$ cat src/rtl/jvs_node_info_pkg.sv
// Shared JVS node definitions: feature-check function codes, the latched
// capability record, and helpers that map a record slot to its payload bytes.
package jvs_node_info_pkg;

    localparam logic [7:0] JVS_CMD_FEATCHK  = 8'h14;

    localparam logic [7:0] JVS_FN_SWITCH    = 8'h01;
    localparam logic [7:0] JVS_FN_COIN      = 8'h02;
    localparam logic [7:0] JVS_FN_ANALOG    = 8'h03;
    localparam logic [7:0] JVS_FN_ROTARY    = 8'h04;
    localparam logic [7:0] JVS_FN_KEYCODE   = 8'h05;
    localparam logic [7:0] JVS_FN_SCREEN    = 8'h06;
    localparam logic [7:0] JVS_FN_MISC_SW   = 8'h07;
    localparam logic [7:0] JVS_FN_CARD      = 8'h10;
    localparam logic [7:0] JVS_FN_HOPPER    = 8'h11;
    localparam logic [7:0] JVS_FN_GPO       = 8'h12;
    localparam logic [7:0] JVS_FN_AOUT      = 8'h13;
    localparam logic [7:0] JVS_FN_CHARDISP  = 8'h14;
    localparam logic [7:0] JVS_FN_BACKUP    = 8'h15;

    localparam int unsigned JVS_FN_COUNT = 13;

    typedef enum logic [1:0] {
        FEAT_IDLE,
        FEAT_RPT,
        FEAT_REC,
        FEAT_TERM
    } jvs_feat_state_t;

    typedef struct packed {
        logic [3:0]  players;
        logic [7:0]  buttons;
        logic [3:0]  coin_slots;
        logic [3:0]  analog_ch;
        logic [7:0]  analog_bits;
        logic [3:0]  rotary_ch;
        logic        keycode;
        logic        scr_en;
        logic [7:0]  scr_xbits;
        logic [7:0]  scr_ybits;
        logic [7:0]  scr_ch;
        logic [15:0] misc_sw;
        logic [7:0]  card_slots;
        logic [7:0]  hopper_ch;
        logic [7:0]  gpo;
        logic [3:0]  aout_ch;
        logic        chr_en;
        logic [7:0]  chr_w;
        logic [7:0]  chr_h;
        logic [7:0]  chr_type;
        logic        backup;
    } jvs_feature_caps_t;

    // Bit i corresponds to record slot i in ascending function-code order.
    function automatic logic [12:0] feature_enables(input jvs_feature_caps_t c);
        logic [12:0] en;
        en[0]  = (c.players    != '0);
        en[1]  = (c.coin_slots != '0);
        en[2]  = (c.analog_ch  != '0);
        en[3]  = (c.rotary_ch  != '0);
        en[4]  = c.keycode;
        en[5]  = c.scr_en;
        en[6]  = (c.misc_sw    != '0);
        en[7]  = (c.card_slots != '0);
        en[8]  = (c.hopper_ch  != '0);
        en[9]  = (c.gpo        != '0);
        en[10] = (c.aout_ch    != '0);
        en[11] = c.chr_en;
        en[12] = c.backup;
        return en;
    endfunction

    function automatic logic [7:0] feature_code(input logic [3:0] idx);
        case (idx)
            4'd0:    return JVS_FN_SWITCH;
            4'd1:    return JVS_FN_COIN;
            4'd2:    return JVS_FN_ANALOG;
            4'd3:    return JVS_FN_ROTARY;
            4'd4:    return JVS_FN_KEYCODE;
            4'd5:    return JVS_FN_SCREEN;
            4'd6:    return JVS_FN_MISC_SW;
            4'd7:    return JVS_FN_CARD;
            4'd8:    return JVS_FN_HOPPER;
            4'd9:    return JVS_FN_GPO;
            4'd10:   return JVS_FN_AOUT;
            4'd11:   return JVS_FN_CHARDISP;
            4'd12:   return JVS_FN_BACKUP;
            default: return 8'h00;
        endcase
    endfunction

    // Byte pos of the 4-byte record in slot idx; pos 0 is the function code.
    function automatic logic [7:0] feature_byte(input jvs_feature_caps_t c,
                                                input logic [3:0] idx,
                                                input logic [1:0] pos);
        logic [7:0] p1;
        logic [7:0] p2;
        logic [7:0] p3;
        p1 = '0;
        p2 = '0;
        p3 = '0;
        case (idx)
            4'd0:  begin p1 = {4'h0, c.players};    p2 = c.buttons;     end
            4'd1:  p1 = {4'h0, c.coin_slots};
            4'd2:  begin p1 = {4'h0, c.analog_ch};  p2 = c.analog_bits; end
            4'd3:  p1 = {4'h0, c.rotary_ch};
            4'd5:  begin p1 = c.scr_xbits; p2 = c.scr_ybits; p3 = c.scr_ch; end
            4'd6:  begin p1 = c.misc_sw[15:8]; p2 = c.misc_sw[7:0];    end
            4'd7:  p1 = c.card_slots;
            4'd8:  p1 = c.hopper_ch;
            4'd9:  p1 = c.gpo;
            4'd10: p1 = {4'h0, c.aout_ch};
            4'd11: begin p1 = c.chr_w; p2 = c.chr_h; p3 = c.chr_type;  end
            default: ;
        endcase
        case (pos)
            2'd0:    return feature_code(idx);
            2'd1:    return p1;
            2'd2:    return p2;
            default: return p3;
        endcase
    endfunction

endpackage

$ cat src/rtl/jvs_feature_rec_sel.sv
// Finds the lowest enabled record slot at or above base_idx so disabled
// records cost no bubble cycles in the payload stream.
module jvs_feature_rec_sel
    import jvs_node_info_pkg::*;
(
    input  logic [12:0] en,
    input  logic [4:0]  base_idx,
    output logic [3:0]  next_idx,
    output logic        found
);

    always_comb begin
        next_idx = '0;
        found    = 1'b0;
        for (int unsigned i = 0; i < JVS_FN_COUNT; i++) begin
            if (!found && (5'(i) >= base_idx) && en[i]) begin
                found    = 1'b1;
                next_idx = 4'(i);
            end
        end
    end

endmodule

$ cat src/rtl/jvs_feature_encoder.sv
// Node-side feature-check (0x14) payload serialiser: REPORT_OK, one 4-byte
// record per enabled capability in code order, then a 0x00 terminator.
module jvs_feature_encoder
    import jvs_node_info_pkg::*;
#(
    parameter logic [7:0] REPORT_OK = 8'h01
) (
    input  logic        clk,
    input  logic        rst_n,
    input  logic        start,
    input  logic [3:0]  cap_players,
    input  logic [7:0]  cap_buttons,
    input  logic [3:0]  cap_coin_slots,
    input  logic [3:0]  cap_analog_ch,
    input  logic [7:0]  cap_analog_bits,
    input  logic [3:0]  cap_rotary_ch,
    input  logic        cap_keycode,
    input  logic        cap_scr_en,
    input  logic [7:0]  cap_scr_xbits,
    input  logic [7:0]  cap_scr_ybits,
    input  logic [7:0]  cap_scr_ch,
    input  logic [15:0] cap_misc_sw,
    input  logic [7:0]  cap_card_slots,
    input  logic [7:0]  cap_hopper_ch,
    input  logic [7:0]  cap_gpo,
    input  logic [3:0]  cap_aout_ch,
    input  logic        cap_chr_en,
    input  logic [7:0]  cap_chr_w,
    input  logic [7:0]  cap_chr_h,
    input  logic [7:0]  cap_chr_type,
    input  logic        cap_backup,
    output logic [7:0]  m_data,
    output logic        m_valid,
    input  logic        m_ready,
    output logic        m_last,
    output logic        busy,
    output logic        done
);

    jvs_feat_state_t   state;
    jvs_feature_caps_t caps_in;
    jvs_feature_caps_t caps_q;
    logic [3:0]        idx;
    logic [1:0]        pos;
    logic [12:0]       en;
    logic [4:0]        base_idx;
    logic [3:0]        next_idx;
    logic              found;
    logic              xfer;

    always_comb begin
        caps_in.players     = cap_players;
        caps_in.buttons     = cap_buttons;
        caps_in.coin_slots  = cap_coin_slots;
        caps_in.analog_ch   = cap_analog_ch;
        caps_in.analog_bits = cap_analog_bits;
        caps_in.rotary_ch   = cap_rotary_ch;
        caps_in.keycode     = cap_keycode;
        caps_in.scr_en      = cap_scr_en;
        caps_in.scr_xbits   = cap_scr_xbits;
        caps_in.scr_ybits   = cap_scr_ybits;
        caps_in.scr_ch      = cap_scr_ch;
        caps_in.misc_sw     = cap_misc_sw;
        caps_in.card_slots  = cap_card_slots;
        caps_in.hopper_ch   = cap_hopper_ch;
        caps_in.gpo         = cap_gpo;
        caps_in.aout_ch     = cap_aout_ch;
        caps_in.chr_en      = cap_chr_en;
        caps_in.chr_w       = cap_chr_w;
        caps_in.chr_h       = cap_chr_h;
        caps_in.chr_type    = cap_chr_type;
        caps_in.backup      = cap_backup;
    end

    assign en       = feature_enables(caps_q);
    assign xfer     = m_valid & m_ready;
    // From REPORT_OK the search starts at slot 0; otherwise just past the current record.
    assign base_idx = (state == FEAT_RPT) ? 5'd0 : ({1'b0, idx} + 5'd1);

    jvs_feature_rec_sel u_rec_sel (
        .en       (en),
        .base_idx (base_idx),
        .next_idx (next_idx),
        .found    (found)
    );

    always_ff @(posedge clk or negedge rst_n) begin
        if (!rst_n) begin
            state   <= FEAT_IDLE;
            caps_q  <= '0;
            idx     <= '0;
            pos     <= '0;
            m_data  <= '0;
            m_valid <= 1'b0;
            m_last  <= 1'b0;
            busy    <= 1'b0;
            done    <= 1'b0;
        end else begin
            done <= 1'b0;
            case (state)
                FEAT_IDLE: begin
                    if (start) begin
                        caps_q  <= caps_in;
                        state   <= FEAT_RPT;
                        busy    <= 1'b1;
                        m_valid <= 1'b1;
                        m_data  <= REPORT_OK;
                        m_last  <= 1'b0;
                    end
                end
                FEAT_RPT, FEAT_REC: begin
                    if (xfer) begin
                        if (state == FEAT_REC && pos != 2'd3) begin
                            pos    <= pos + 2'd1;
                            m_data <= feature_byte(caps_q, idx, pos + 2'd1);
                        end else if (found) begin
                            state  <= FEAT_REC;
                            idx    <= next_idx;
                            pos    <= '0;
                            m_data <= feature_code(next_idx);
                        end else begin
                            state  <= FEAT_TERM;
                            m_data <= '0;
                            m_last <= 1'b1;
                        end
                    end
                end
                FEAT_TERM: begin
                    if (xfer) begin
                        state   <= FEAT_IDLE;
                        m_valid <= 1'b0;
                        m_last  <= 1'b0;
                        m_data  <= '0;
                        busy    <= 1'b0;
                        done    <= 1'b1;
                    end
                end
                default: state <= FEAT_IDLE;
            endcase
        end
    end

endmodule

$ cat config.mk
export PLATFORM = sky130hd
export DESIGN_NAME = jvs_feature_encoder
export DESIGN_NICKNAME = d
export VERILOG_FILES = /design/src/rtl/jvs_node_info_pkg.sv /design/src/rtl/jvs_feature_rec_sel.sv /design/src/rtl/jvs_feature_encoder.sv
export SDC_FILE = /design/constraint.sdc
export NUM_CORES = 1
export LEC_CHECK = 0
export ABC_AREA = 0
export BUFFER_PORTS_ARGS = -buffer_cell sky130_fd_sc_hd__buf_4
export CAP_MARGIN = 0
export CELL_PAD_IN_SITES_DETAIL_PLACEMENT = 1
export CELL_PAD_IN_SITES_GLOBAL_PLACEMENT = 2
export CORE_UTILIZATION = 23
export DETAILED_ROUTE_END_ITERATION = 16
export GPL_ROUTABILITY_DRIVEN = 0
export PLACE_DENSITY = 0.66
export SYNTH_ARGS = -nofsm -noshare
export SYNTH_HDL_FRONTEND = slang
export SYNTH_SLANG_ARGS = --single-unit
$ cat constraint.sdc
create_clock -name clk -period 3.75 [get_ports clk]
set_input_delay 0 -clock clk [delete_from_list [all_inputs] [get_ports clk]]
set_output_delay 0 -clock clk [all_outputs]
set_load 0.01 [all_outputs]
==> summary.txt, run 1 <==
Yosys
  – Post-synthesis register bit count: roughly 150
  – Mean cell area of the mapped netlist: 12.09 sq um
  – Number of enable flip-flop cells after synthesis: 0
  – Cell type with the largest total area after synthesis: sky130_fd_sc_hd__dfrtp_1
  – Post-synthesis instance total: 625
  – Cell types occupying the most area after synthesis: sky130_fd_sc_hd__dfrtp_1 (49%), sky130_fd_sc_hd__mux2_2 (19%), sky130_fd_sc_hd__ha_1 (2.5%)
  – Share of Yosys cell area claimed by the top area cell type: 48.67%
  – Part of the Yosys area used for sequential elements: 48.67%
  – Ys flop type: sky130_fd_sc_hd__dfrtp_1
  – Share of async-settable or async-resettable flops after synthesis: 100.0%
  – Syn_nets: ~770
  – Post-synthesis instance area: about 0.0076 sq mm
  – Post-synth cell types: 78
  – Synth Warn #: 0

Placed design
  – Hpwl dp: 17980 um
  – Port Buffer Count: 143
  – Placed Cells incl. Taps: 1187

Clock network
  – Max Buffers Root-to-Sink: 2
  – Postcts setup bufs: 0
  – Number of buffers created by CTS: 17
  – Insertion delay of the later-clocked pin in the worst-skew pair: approximately 0.43 ns
  – Root buf cell: sky130_fd_sc_hd__clkbuf_16
  – Post-CTS clock slew at the launch and capture registers of the worst setup and hold paths: ~0.07 ns
  – Clock tree sinks: 147
  – Number of levels in the clock H-tree: 4
  – Clock tree from TritonCTS: done

Global routing
  – Global router's overall resource usage: 15.63%
  – Wire length of the first global-routing pass: 39720 um
  – Largest net degree at the start of global routing: 92
  – Vias in the first global route: 6729
  – Initial antenna violation count: 0
  – Global route overflow: 0

Final layout
  – Proportion of layout cells with a drive suffix above 1: 37.49%
  – Final Non-Filler Cells: about 1.3k
  – Area grow syn2layout: 45.64%
  – Fillers: 3560
  – Most common library cell in the layout ignoring fill and taps: sky130_fd_sc_hd__buf_4
  – Total area of multi-input combinational cells: 0.003630 sq mm
  – Diode count: 0
  – Footprint of the flip-flops and latches: 0.003679 sq mm
  – Most frequent cells in the layout: sky130_fd_sc_hd__buf_4 (154), sky130_fd_sc_hd__dfrtp_1 (147), sky130_fd_sc_hd__mux2_2 (130), sky130_fd_sc_hd__dlygate4sd3_1 (130), sky130_fd_sc_hd__nand2_1 (35)
  – Final net count: around 1.0k

Timing
  – Max Fclk: 0.2951 GHz
  – Worst Skew: 0.008189 ns
  – Count of final hold-check violations: 0
  – Share of the clock period used by the worst path after layout: 90.35%
  – Final number of max-transition violations: 0
  – Setup repair after global routing missed its margin: no
  – Setup violation total in the final timing report: 0
  – Fin Setup TNS: 0 ns
  – Actual transition at the worst max-transition pin: 0.9566 ns
  – Time the final worst path needs with I/O delays and setup: 3.388 ns
  – Max_slew headroom: 36.23%

Drt
  – Routed wire per std cell: 18.87 um
  – Total Routed Length: between 20000 and 30000 um
  – Remaining routing DRC violations: 0
  – Count of vias placed by the detailed router: about 6.2k
  – Number of nets still failing antenna checks after routing: 0
  – Post-DR vias/cell: 4.595
  – Count of TritonRoute iterations in the first routing pass: 8
  – Initial detailed-routing violation count: 323

Die
  – Placeable core region: between 0.03 and 0.04 sq mm
  – Initial core utilization: 23.29%
  – Overall die area: 0.03359 sq mm
  – Chip Width: 183.3 um
  – Die span in y: 183.3 um
  – Top-Level Pins: 144
  – Number of placement rows: 66

Power
  – Peak supply drop: between 0.0003 and 0.0004 V
  – Cell Pwr Density: 747.0 mW/mm^2
  – Static leakage: 4.648 nW

Critical path
  – Crit end category: register
  – Required time at the endpoint of the critical path: 4.11 ns
  – Startpoint class of the critical path: register
  – Largest fanout of any net on the critical path: 12
  – Slowest-stage cell, CP: sky130_fd_sc_hd__dfrtp_1
  – Worst EP arrival: between 3 and 4 ns
  – Critical path type: register to register
  – Peak per-stage delay on the critical path: roughly 0.59 ns
  – Crit-path cells: inv_1 -> ha_1 -> or2_1 -> a211oi_1 -> o22ai_2 -> o211ai_4 -> a21oi_2 -> o22a_1 -> ha_1 -> o32a_1 -> o221ai_1 -> a41o_1
  – Cell seen most often among critical-path stages: sky130_fd_sc_hd__ha_1

Run status
  – Run status: completed

Hold path
  – Worst Hold Class: input pin to register

Job
  – Max cap viols: 0
-- worst max-delay path, delay by kind of cell, from the launching register on --
kind,cells,cell delay [ns]
buffers and inverters,1,0.19
flip-flops,1,0.59
AO/OA/AOI/OAI,8,1.61
adder cells (fa/ha/maj),2,0.67
AND/OR/NAND/NOR,1,0.27
-- Yosys cell counts (3+ instances only) --
library cell                 n
sky130_fd_sc_hd__o221ai_1    5
sky130_fd_sc_hd__buf_2       5
sky130_fd_sc_hd__dfrtp_1   147
sky130_fd_sc_hd__o21ai_1     4
sky130_fd_sc_hd__nand3_1    10
sky130_fd_sc_hd__a32o_1      3
sky130_fd_sc_hd__mux2_2    130
sky130_fd_sc_hd__o21ai_0    16
sky130_fd_sc_hd__nor2_1     29
sky130_fd_sc_hd__nor2b_1     6
sky130_fd_sc_hd__a211oi_1    7
sky130_fd_sc_hd__clkbuf_1   21
sky130_fd_sc_hd__ha_1       15
sky130_fd_sc_hd__a222oi_1    6
sky130_fd_sc_hd__nand2_1    36
sky130_fd_sc_hd__mux2i_1     6
sky130_fd_sc_hd__a22o_1     11
sky130_fd_sc_hd__buf_6       7
sky130_fd_sc_hd__inv_1      15
sky130_fd_sc_hd__a22oi_1    19
sky130_fd_sc_hd__nor4_1     15
sky130_fd_sc_hd__a21oi_1    22
sky130_fd_sc_hd__a32oi_1     3
sky130_fd_sc_hd__o31ai_1     4
sky130_fd_sc_hd__a31oi_1     8
sky130_fd_sc_hd__nand2b_1    4
sky130_fd_sc_hd__a221oi_1    8
sky130_fd_sc_hd__and3b_1     3
sky130_fd_sc_hd__nor3_1      3
-- final cells by class --
cell class                      instances  share of cell area (%)
Inverter                               15                  0.5115
Sequential cell                       147                   33.42
Timing Repair Buffer                  286                   22.61
Clock buffer                           19                   4.115
Tap cell                              442                   5.024
Clock inverter                         13                   1.353
Multi-Input combinational cell        427                   32.97
-- where the power goes --
part / internal, W / switching (W)
clock network: 0.00103 / 0.000747
registers: 0.00236 / 0.000629
logic: 0.00171 / 0.00176
total: 0.00509 / 0.00313
-- routing by layer --
metal	share of wire, %	up-vias	wire length (um)	global-route usage (%)
li1	-	2913	-	-
met1	47	3130	11940	21.22
met2	49	136	12510	25.92
met3	2.7	19	677	2.025
met4	1.3	0	333	4.467
met5	0	-	0	0
-- sequential cells by signal, indices dropped and copies added (netlist names) --
register and flops:
pos 2, idx 4, m_data 8, caps_q 128, m_last 1, done 1, busy 1, state 2
-- what timing repair did --
item                                    4_1_cts  5_1_grt
hold endpoints to repair                    220        0
endpoints found under the setup margin        0        0
resized for setup                             0        0
hold buffers                                130        0
-- metrics by stage --
stage               hold WS (ns)  total power (W)  instance area, sq um  utilization, %  setup slack (ns)
floorplan                -0.2956         0.005236                  7559               -            0.8537
CTS                      0.01312         0.008307                 11010           33.92            0.3465
finish                   0.02349         0.008223                 11010           33.92            0.3618
global placement          0.1395         0.006321                  9105           28.06            0.4408
detailed placement        0.1442         0.006387                  9105           28.06            0.3827
global route             0.01804         0.008768                 11010           33.92           0.07987
-- logic make-up (layout without fill, tap and decap cells) --
| logic type | after synthesis | in the layout | share of synthesized area, % |
|---|---|---|---|
| adders and majority gates | 15 | 15 | 2.483 |
| AOI/OAI and AO/OA | 151 | 151 | 16.47 |
| xor gates and xnor gates | 1 | 1 | 0.2153 |
| muxes | 139 | 139 | 20.66 |
| DFF | 147 | 147 | 48.67 |
| and+or+nand+nor | 121 | 121 | 8.095 |
| buffers and inverters | 51 | 333 | 3.410 |
-- final timing paths --
check | from | depth (start not counted) | to | slack [ns]
worst max-delay path | idx[0] | 12 | m_data[2] | 0.36
min in group asynchronous | rst_n | 2 | caps_q[19] | 0.21
max in group asynchronous | rst_n | 3 | idx[0] | 2.51
worst min register to register | m_data[5] | 1 | m_data[5] | 0.50
worst min-delay path | start | 3 | busy | 0.02
worst max register to register | idx[0] | 12 | m_data[2] | 0.36
Power figures use the tool's default switching activity.
==> run 2, diff against run 1 <==
PLACE_DENSITY = unset   (was 0.66)
PLACE_DENSITY_LB_ADDON = 0.1   (was unset)
==> run 2 against run 1 <==
Against the previous run: fmax down 1.9%; flip-flop and latch count unchanged; clock skew is 0.0037 ns higher; first-iteration DRC count down 8.0%; die area is the same; critical path depth is 1 lower; register-to-register slack got worse by 0.07 ns; cell area grew 0.39%; count of clock-buffer cells in the layout up 1; final cell count rose by 0.15%; clock power is 2% higher; critical path type unchanged.
==> summary.txt, run 2 (synthesized netlist as in run 1, its figures left out) <==
Run status
  – Run status: completed (unchanged)

Clock network
  – Insertion delay of the later-clocked pin in the worst-skew pair: 0.43 ns (about the same)
  – Post-CTS clock slew at the launch and capture registers of the worst setup and hold paths: 0.07 ns (about the same)
  – Max Buffers Root-to-Sink: 2 (unchanged)
  – Number of buffers created by CTS: 17 (unchanged)
  – Postcts setup bufs: 0 (unchanged)
  – Number of buffers inserted for hold repair after clock tree synthesis: 130 (unchanged)
  – Number of levels in the clock H-tree: 4 (unchanged)
  – Clock tree from TritonCTS: done (unchanged)
  – Root buf cell: sky130_fd_sc_hd__clkbuf_16 (unchanged)
  – Number of resized instances in the post-cts repair step: 0 (unchanged)
  – Clock tree sinks: 147 (unchanged)

Critical path
  – Crit end category: register (unchanged)
  – Reg-to-reg endpoint: m_data[1] (was m_data[2])
  – Worst r2r path cells: 11 (was 12)
  – Largest fanout of any net on the critical path: 12 (unchanged)
  – Critical path type: register to register (unchanged)
  – Worst EP arrival: 3.76 ns (was 3.75 ns)
  – Required time at the endpoint of the critical path: 4.05 ns (was 4.11 ns)
  – Setup crit end: m_data[1] (was m_data[2])
  – Startpoint class of the critical path: register (unchanged)
  – Register-to-Register Setup Slack: 0.29 ns (was 0.36 ns)
  – Setup crit start: idx[0] (unchanged)
  – RR Startpoint: idx[0] (unchanged)

Global routing
  – Global router's overall resource usage: 16.20% (was 15.63%)
  – Wire length of the first global-routing pass: 40640 um (was 39720 um)
  – Global route overflow: 0 (unchanged)
  – Largest net degree at the start of global routing: 83 (was 92)
  – Vias in the first global route: 6810 (was 6729)
  – Initial antenna violation count: 0 (unchanged)

Final layout
  – Most frequent cells in the layout: sky130_fd_sc_hd__buf_4 (155), sky130_fd_sc_hd__dfrtp_1 (147), sky130_fd_sc_hd__mux2_2 (130), sky130_fd_sc_hd__dlygate4sd3_1 (130), sky130_fd_sc_hd__nand2_1 (35) (was sky130_fd_sc_hd__buf_4 (154), sky130_fd_sc_hd__dfrtp_1 (147), sky130_fd_sc_hd__mux2_2 (130), sky130_fd_sc_hd__dlygate4sd3_1 (130), sky130_fd_sc_hd__nand2_1 (35))
  – Proportion of layout cells with a drive suffix above 1: 37.40% (was 37.49%)
  – Max FFs per register: 128 (unchanged)
  – Final net count: 1043 (was 1041)
  – Area grow syn2layout: 46.20% (was 45.64%)
  – Diode count: 0 (unchanged)
  – Most common library cell in the layout ignoring fill and taps: sky130_fd_sc_hd__buf_4 (unchanged)
  – Largest registers in the final layout: caps_q x128, m_data x8, idx x4 (unchanged)
  – Final Non-Filler Cells: 1351 (was 1349)
  – Largest Register: caps_q (unchanged)

Drt
  – Initial detailed-routing violation count: 297 (was 323)
  – Total Routed Length: 26380 um (was 25460 um)
  – Count of vias placed by the detailed router: 6172 (was 6198)
  – Number of nets still failing antenna checks after routing: 0 (unchanged)
  – Post-DR vias/cell: 4.568 (was 4.595)
  – Remaining routing DRC violations: 0 (unchanged)
  – Routed wire per std cell: 19.52 um (was 18.87 um)
  – Count of TritonRoute iterations in the first routing pass: 5 (was 8)

Timing
  – Max_slew headroom: 36.20% (was 36.23%)
  – Setup repair after global routing missed its margin: no (unchanged)
  – Worst Skew: 0.01188 ns (was 0.008189 ns)
  – Hold slack final: 0.03221 ns (was 0.02349 ns)
  – Fin Setup TNS: 0 ns (unchanged)
  – Actual transition at the worst max-transition pin: 0.9570 ns (was 0.9566 ns)
  – Final number of max-transition violations: 0 (unchanged)
  – Share of the clock period used by the worst path after layout: 92.15% (was 90.35%)
  – Setup violation total in the final timing report: 0 (unchanged)
  – Time the final worst path needs with I/O delays and setup: 3.455 ns (was 3.388 ns)
  – Final worst setup slack: 0.2945 ns (was 0.3618 ns)
  – Max Fclk: 0.2894 GHz (was 0.2951 GHz)
  – Count of final hold-check violations: 0 (unchanged)

Die
  – Die span in y: 183.3 um (unchanged)
  – Initial core utilization: 23.29% (unchanged)
  – Top-Level Pins: 144 (unchanged)
  – Overall die area: 0.03359 sq mm (unchanged)
  – Number of placement rows: 66 (unchanged)
  – Chip Width: 183.3 um (unchanged)
  – Placeable core region: 0.03245 sq mm (unchanged)

Placed design
  – Pre-CTS setup slack: 0.3245 ns (was 0.3827 ns)
  – Hpwl dp: 19330 um (was 17980 um)
  – Placed Cells incl. Taps: 1189 (was 1187)
  – Port Buffer Count: 143 (unchanged)

Power
  – Internal power component: 0.005161 W (was 0.005092 W)
  – Peak supply drop: 0.0003412 V (was 0.0003013 V)
  – Reported net switching power: 0.003204 W (was 0.003131 W)
  – Fraction of power consumed by sequential logic: 35.8% (was 36.3%)
  – Cell Pwr Density: 757.0 mW/mm^2 (was 747.0 mW/mm^2)
  – Clock share of power: 21.7% (was 21.6%)
  – Static leakage: 4.663 nW (was 4.648 nW)
  – Fraction of power spent switching nets: 38.30% (was 38.08%)
  – Relative contribution of combinational cells to total power: 42.5% (was 42.1%)

Hold path
  – Worst Hold Class: input pin to register (unchanged)

Job
  – Max cap viols: 0 (unchanged)
[run 2: cell types whose count changed in the layout (fill, tap and decap cells not counted)]
cell,delta
sky130_fd_sc_hd__buf_12,+1
sky130_fd_sc_hd__buf_4,+1
sky130_fd_sc_hd__bufinv_16,+1
sky130_fd_sc_hd__clkbuf_1,+2
sky130_fd_sc_hd__clkbuf_8,-1
sky130_fd_sc_hd__clkinv_2,-2
sky130_fd_sc_hd__clkinv_4,-2
sky130_fd_sc_hd__clkinvlp_4,+1
sky130_fd_sc_hd__inv_8,+1
[run 2: cell type report]
cell class                 count  area, sq um
multi-input combinational    427         3630
clock buffer                  20        446.7
clock inverter                12        170.2
inverter                      15        56.30
timing repair buffer         288         2516
fill                        3531        21400
sequential                   147         3679
tap                          442        553.0
[run 2: worst max-delay path, stage by stage (launching register included)]
cell	delay [ns]
sky130_fd_sc_hd__dfrtp_1	0.65
sky130_fd_sc_hd__inv_1	0.20
sky130_fd_sc_hd__ha_1	0.46
sky130_fd_sc_hd__or2_1	0.27
sky130_fd_sc_hd__a211oi_1	0.43
sky130_fd_sc_hd__o22ai_2	0.21
sky130_fd_sc_hd__o211ai_4	0.22
sky130_fd_sc_hd__a21oi_2	0.05
sky130_fd_sc_hd__o22a_1	0.24
sky130_fd_sc_hd__ha_1	0.32
sky130_fd_sc_hd__a32oi_1	0.19
sky130_fd_sc_hd__o31ai_1	0.09
[run 2: how the worst min path moves through the flow]
stage,from,end,slack [ns],cells past startpoint
after floorplan,rst_n,busy,-0.30,0
after CTS,start,busy,0.003,3
after detailed placement,rst_n,caps_q[44],0.05,1
final,start,busy,0.03,3
after global routing,start,busy,0.04,3
after global placement,rst_n,caps_q[45],0.05,1
[run 2: power groups by stage]
| stage | Combinational [W] | Sequential (W) | Clock (W) |
|---|---|---|---|
| floorplan | 0.00249 | 0.00275 | 0 |
| global placement | 0.00345 | 0.00300 | 0 |
| detailed placement | 0.00350 | 0.00303 | 0 |
| CTS | 0.00363 | 0.00300 | 0.00188 |
| global route | 0.00389 | 0.00311 | 0.00193 |
| finish | 0.00356 | 0.00299 | 0.00181 |
[run 2: layer usage]
layer / share of wire (%) / GRT usage, %
met5: 0 / 0
met1: 47 / 21.58
met3: 2.7 / 3.018
met2: 50 / 27.19
met4: 0.69 / 3.467
[run 2: through the flow]
step	total power [W]	util (%)	instance area, sq um
after detailed placement	0.006526	28.14	9133
after global placement	0.006444	28.14	9133
final	0.008365	34.05	11050
after global routing	0.008929	34.05	11050
after CTS	0.008504	34.05	11050
after floorplan	0.005236	-	7559
==> run 3, diff against run 2 <==
RECOVER_POWER = 50   (was unset)
clock period = 4.1 ns   (was 3.75 ns; I/O delays follow)
==> run 3 against run 2 <==
Against the previous run: the run now ends with max-capacitance violations, max-slew violations left; critical path depth decreased by 1; worst setup slack better by 0.34 ns; final cell count decreased by 0.22%; cell area down 0.57%; clock power is 5% lower; routed wire length grew 0.15%.
==> summary.txt, run 3 (synthesized netlist as in run 1, its figures left out) <==
Die
  – Initial core utilization: 23.29% (unchanged)
  – Overall die area: 0.03359 sq mm (unchanged)
  – Top-Level Pins: 144 (unchanged)
  – Placeable core region: 0.03245 sq mm (unchanged)
  – Die span in y: 183.3 um (unchanged)
  – Chip Width: 183.3 um (unchanged)
  – Number of placement rows: 66 (unchanged)

Run status
  – Run status: finished, violations left (was completed)
  – Failing checks: max-capacitance violations, max-slew violations

Critical path
  – Largest fanout of any net on the critical path: 13 (was 12)
  – Reg-to-reg endpoint: m_data[3] (was m_data[1])
  – Worst r2r path cells: 10 (was 11)
  – Startpoint class of the critical path: register (unchanged)
  – Register-to-Register Setup Slack: 0.63 ns (was 0.29 ns)
  – Crit end category: register (unchanged)
  – Required time at the endpoint of the critical path: 4.43 ns (was 4.05 ns)
  – Critical path type: register to register (unchanged)
  – RR Startpoint: idx[0] (unchanged)
  – Worst EP arrival: 3.80 ns (was 3.76 ns)

Clock network
  – Number of buffers inserted for hold repair after clock tree synthesis: 131 (was 130)
  – Clock tree from TritonCTS: done (unchanged)
  – Root buf cell: sky130_fd_sc_hd__clkbuf_16 (unchanged)
  – Number of resized instances in the post-cts repair step: 0 (unchanged)
  – Number of buffers created by CTS: 17 (unchanged)
  – Post-CTS clock slew at the launch and capture registers of the worst setup and hold paths: 0.08 ns (was 0.07 ns)
  – Postcts setup bufs: 0 (unchanged)
  – Max Buffers Root-to-Sink: 2 (unchanged)
  – Insertion delay of the later-clocked pin in the worst-skew pair: 0.44 ns (was 0.43 ns)
  – Clock tree sinks: 147 (unchanged)
  – Number of levels in the clock H-tree: 4 (unchanged)

Final layout
  – Most common library cell in the layout ignoring fill and taps: sky130_fd_sc_hd__dfrtp_1 (was sky130_fd_sc_hd__buf_4)
  – Most frequent cells in the layout: sky130_fd_sc_hd__dfrtp_1 (147), sky130_fd_sc_hd__buf_4 (139), sky130_fd_sc_hd__dlygate4sd3_1 (131), sky130_fd_sc_hd__mux2_2 (130), sky130_fd_sc_hd__nand2_1 (35) (was sky130_fd_sc_hd__buf_4 (155), sky130_fd_sc_hd__dfrtp_1 (147), sky130_fd_sc_hd__mux2_2 (130), sky130_fd_sc_hd__dlygate4sd3_1 (130), sky130_fd_sc_hd__nand2_1 (35))
  – Proportion of layout cells with a drive suffix above 1: 35.87% (was 37.40%)
  – Final net count: 1040 (was 1043)
  – Diode count: 0 (unchanged)
  – Area grow syn2layout: 45.37% (was 46.20%)
  – Largest registers in the final layout: caps_q x128, m_data x8, idx x4 (unchanged)
  – Max FFs per register: 128 (unchanged)
  – Final core area utilization: 33.86% (was 34.05%)
  – Largest Register: caps_q (unchanged)

Drt
  – Count of vias placed by the detailed router: 6229 (was 6172)
  – Total Routed Length: 26420 um (was 26380 um)
  – Initial detailed-routing violation count: 195 (was 297)
  – Routed wire per std cell: 19.60 um (was 19.52 um)
  – Remaining routing DRC violations: 0 (unchanged)
  – Post-DR vias/cell: 4.621 (was 4.568)
  – Count of TritonRoute iterations in the first routing pass: 4 (was 5)
  – Number of nets still failing antenna checks after routing: 0 (unchanged)

Global routing
  – Largest net degree at the start of global routing: 86 (was 83)
  – Initial antenna violation count: 0 (unchanged)
  – Global route overflow: 0 (unchanged)
  – Global router's overall resource usage: 16.28% (was 16.20%)
  – Wire length of the first global-routing pass: 41080 um (was 40640 um)
  – Vias in the first global route: 6978 (was 6810)

Timing
  – Actual transition at the worst max-transition pin: 2.963 ns (was 0.9570 ns)
  – Time the final worst path needs with I/O delays and setup: 3.467 ns (was 3.455 ns)
  – Max Fclk: 0.2884 GHz (was 0.2894 GHz)
  – Count of final hold-check violations: 0 (unchanged)
  – Setup violation total in the final timing report: 0 (unchanged)
  – Fin Setup TNS: 0 ns (unchanged)
  – Worst Skew: 0.01887 ns (was 0.01188 ns)
  – Setup repair after global routing missed its margin: no (unchanged)
  – Max_slew headroom: -97.55% (was 36.20%)
  – Final number of max-transition violations: 52 (was 0)
  – Share of the clock period used by the worst path after layout: 84.56% (was 92.15%)

Power
  – Cell Pwr Density: 700.2 mW/mm^2 (was 757.0 mW/mm^2)
  – Internal power component: 0.004743 W (was 0.005161 W)
  – Clock share of power: 22.4% (was 21.7%)
  – Static leakage: 4.601 nW (was 4.663 nW)
  – Fraction of power spent switching nets: 38.36% (was 38.30%)
  – Fraction of power consumed by sequential logic: 35.9% (was 35.8%)
  – Peak supply drop: 0.0003137 V (was 0.0003412 V)
  – Relative contribution of combinational cells to total power: 41.8% (was 42.5%)
  – Reported net switching power: 0.002951 W (was 0.003204 W)

Placed design
  – Port Buffer Count: 143 (unchanged)
  – Hpwl dp: 19140 um (was 19330 um)

Hold path
  – End of the worst hold path: caps_q[57] (was busy)
  – Number of cells on the worst hold path: 3 (unchanged)
  – Hold Startpoint: cap_misc_sw[3] (was start)
  – Worst Hold Class: input pin to register (unchanged)

Job
  – Max cap viols: 1 (was 0)
[run 3: cell count changes in the layout (fill, tap and decap cells not counted)]
cell / previous run / this run
sky130_fd_sc_hd__buf_12: 2 / 1
sky130_fd_sc_hd__dlygate4sd3_1: 130 / 131
sky130_fd_sc_hd__clkinv_4: 2 / 3
sky130_fd_sc_hd__buf_4: 155 / 139
sky130_fd_sc_hd__inv_8: 2 / 0
sky130_fd_sc_hd__clkbuf_4: 0 / 1
sky130_fd_sc_hd__clkinv_2: 0 / 1
sky130_fd_sc_hd__bufinv_16: 3 / 4
sky130_fd_sc_hd__clkbuf_1: 2 / 13
sky130_fd_sc_hd__buf_6: 1 / 0
sky130_fd_sc_hd__inv_6: 2 / 3
[run 3: metrics by stage]
step / instance area [sq um] / total power, W / hold slack [ns] / cells / setup WS (ns)
5_1_grt: 10990 / 0.008201 / 0.3396 / 1348 / 0.2132
6_report: 10990 / 0.007694 / 0.3370 / 1348 / 0.6329
3_5_place_dp: 9090 / 0.005952 / -0.005698 / 1185 / 0.6601
3_3_place_gp: 9090 / 0.005903 / -0.01791 / 1185 / 0.6955
4_1_cts: 11040 / 0.007814 / 0.1087 / 1348 / 0.6285
2_1_floorplan: 7559 / 0.004789 / -0.2956 / 625 / 1.204
[run 3: how the worst max path moves through the flow]
| stage | cells past startpoint | end | start |
|---|---|---|---|
| 2_1_floorplan | 14 | m_data[2] | idx[0] |
| 3_3_place_gp | 10 | m_data[3] | idx[0] |
| 3_5_place_dp | 10 | m_data[3] | idx[0] |
| 4_1_cts | 10 | m_data[3] | idx[0] |
| 5_1_grt | 3 | caps_q[3] | rst_n |
| 6_report | 10 | m_data[3] | idx[0] |
[run 3: worst max-delay path, stage by stage, from the launching register on]
cell	delay [ns]
sky130_fd_sc_hd__dfrtp_1	0.61
sky130_fd_sc_hd__inv_1	0.19
sky130_fd_sc_hd__ha_1	0.42
sky130_fd_sc_hd__a222oi_1	0.43
sky130_fd_sc_hd__nor2_1	0.08
sky130_fd_sc_hd__a31oi_1	0.18
sky130_fd_sc_hd__nor2_1	0.08
sky130_fd_sc_hd__a2111oi_0	0.78
sky130_fd_sc_hd__buf_4	0.22
sky130_fd_sc_hd__o21ai_0	0.14
sky130_fd_sc_hd__a22o_1	0.22
[run 3: power groups by stage]
stage	Combinational [W]	Sequential (W)	Clock (W)
6_report	0.00321	0.00276	0.00172
5_1_grt	0.00352	0.00286	0.00182
4_1_cts	0.00328	0.00276	0.00177
3_5_place_dp	0.00316	0.00279	0
3_3_place_gp	0.00313	0.00277	0
2_1_floorplan	0.00228	0.00251	0
[run 3: layout make-up]
cell class / instances / area (sq um)
Clock inverter: 14 / 200.2
Timing Repair Buffer: 285 / 2431
Fill cell: 3552 / 21470
Tap cell: 442 / 553.0
Multi-Input combinational cell: 427 / 3630
Sequential cell: 147 / 3679
Clock buffer: 18 / 439.2
Inverter: 15 / 56.30
[run 3: metal layers]
metal  wire length, um  share of wire (%)  track usage (%)  vias to the layer above
li1                  -                  -                -                     2904
met1             12070                 46            21.46                     3170
met2             12920                 49            26.97                      127
met3               975                3.7            3.098                       28
met4               450                1.7            4.800                        0
met5                 0                  0                0                        -
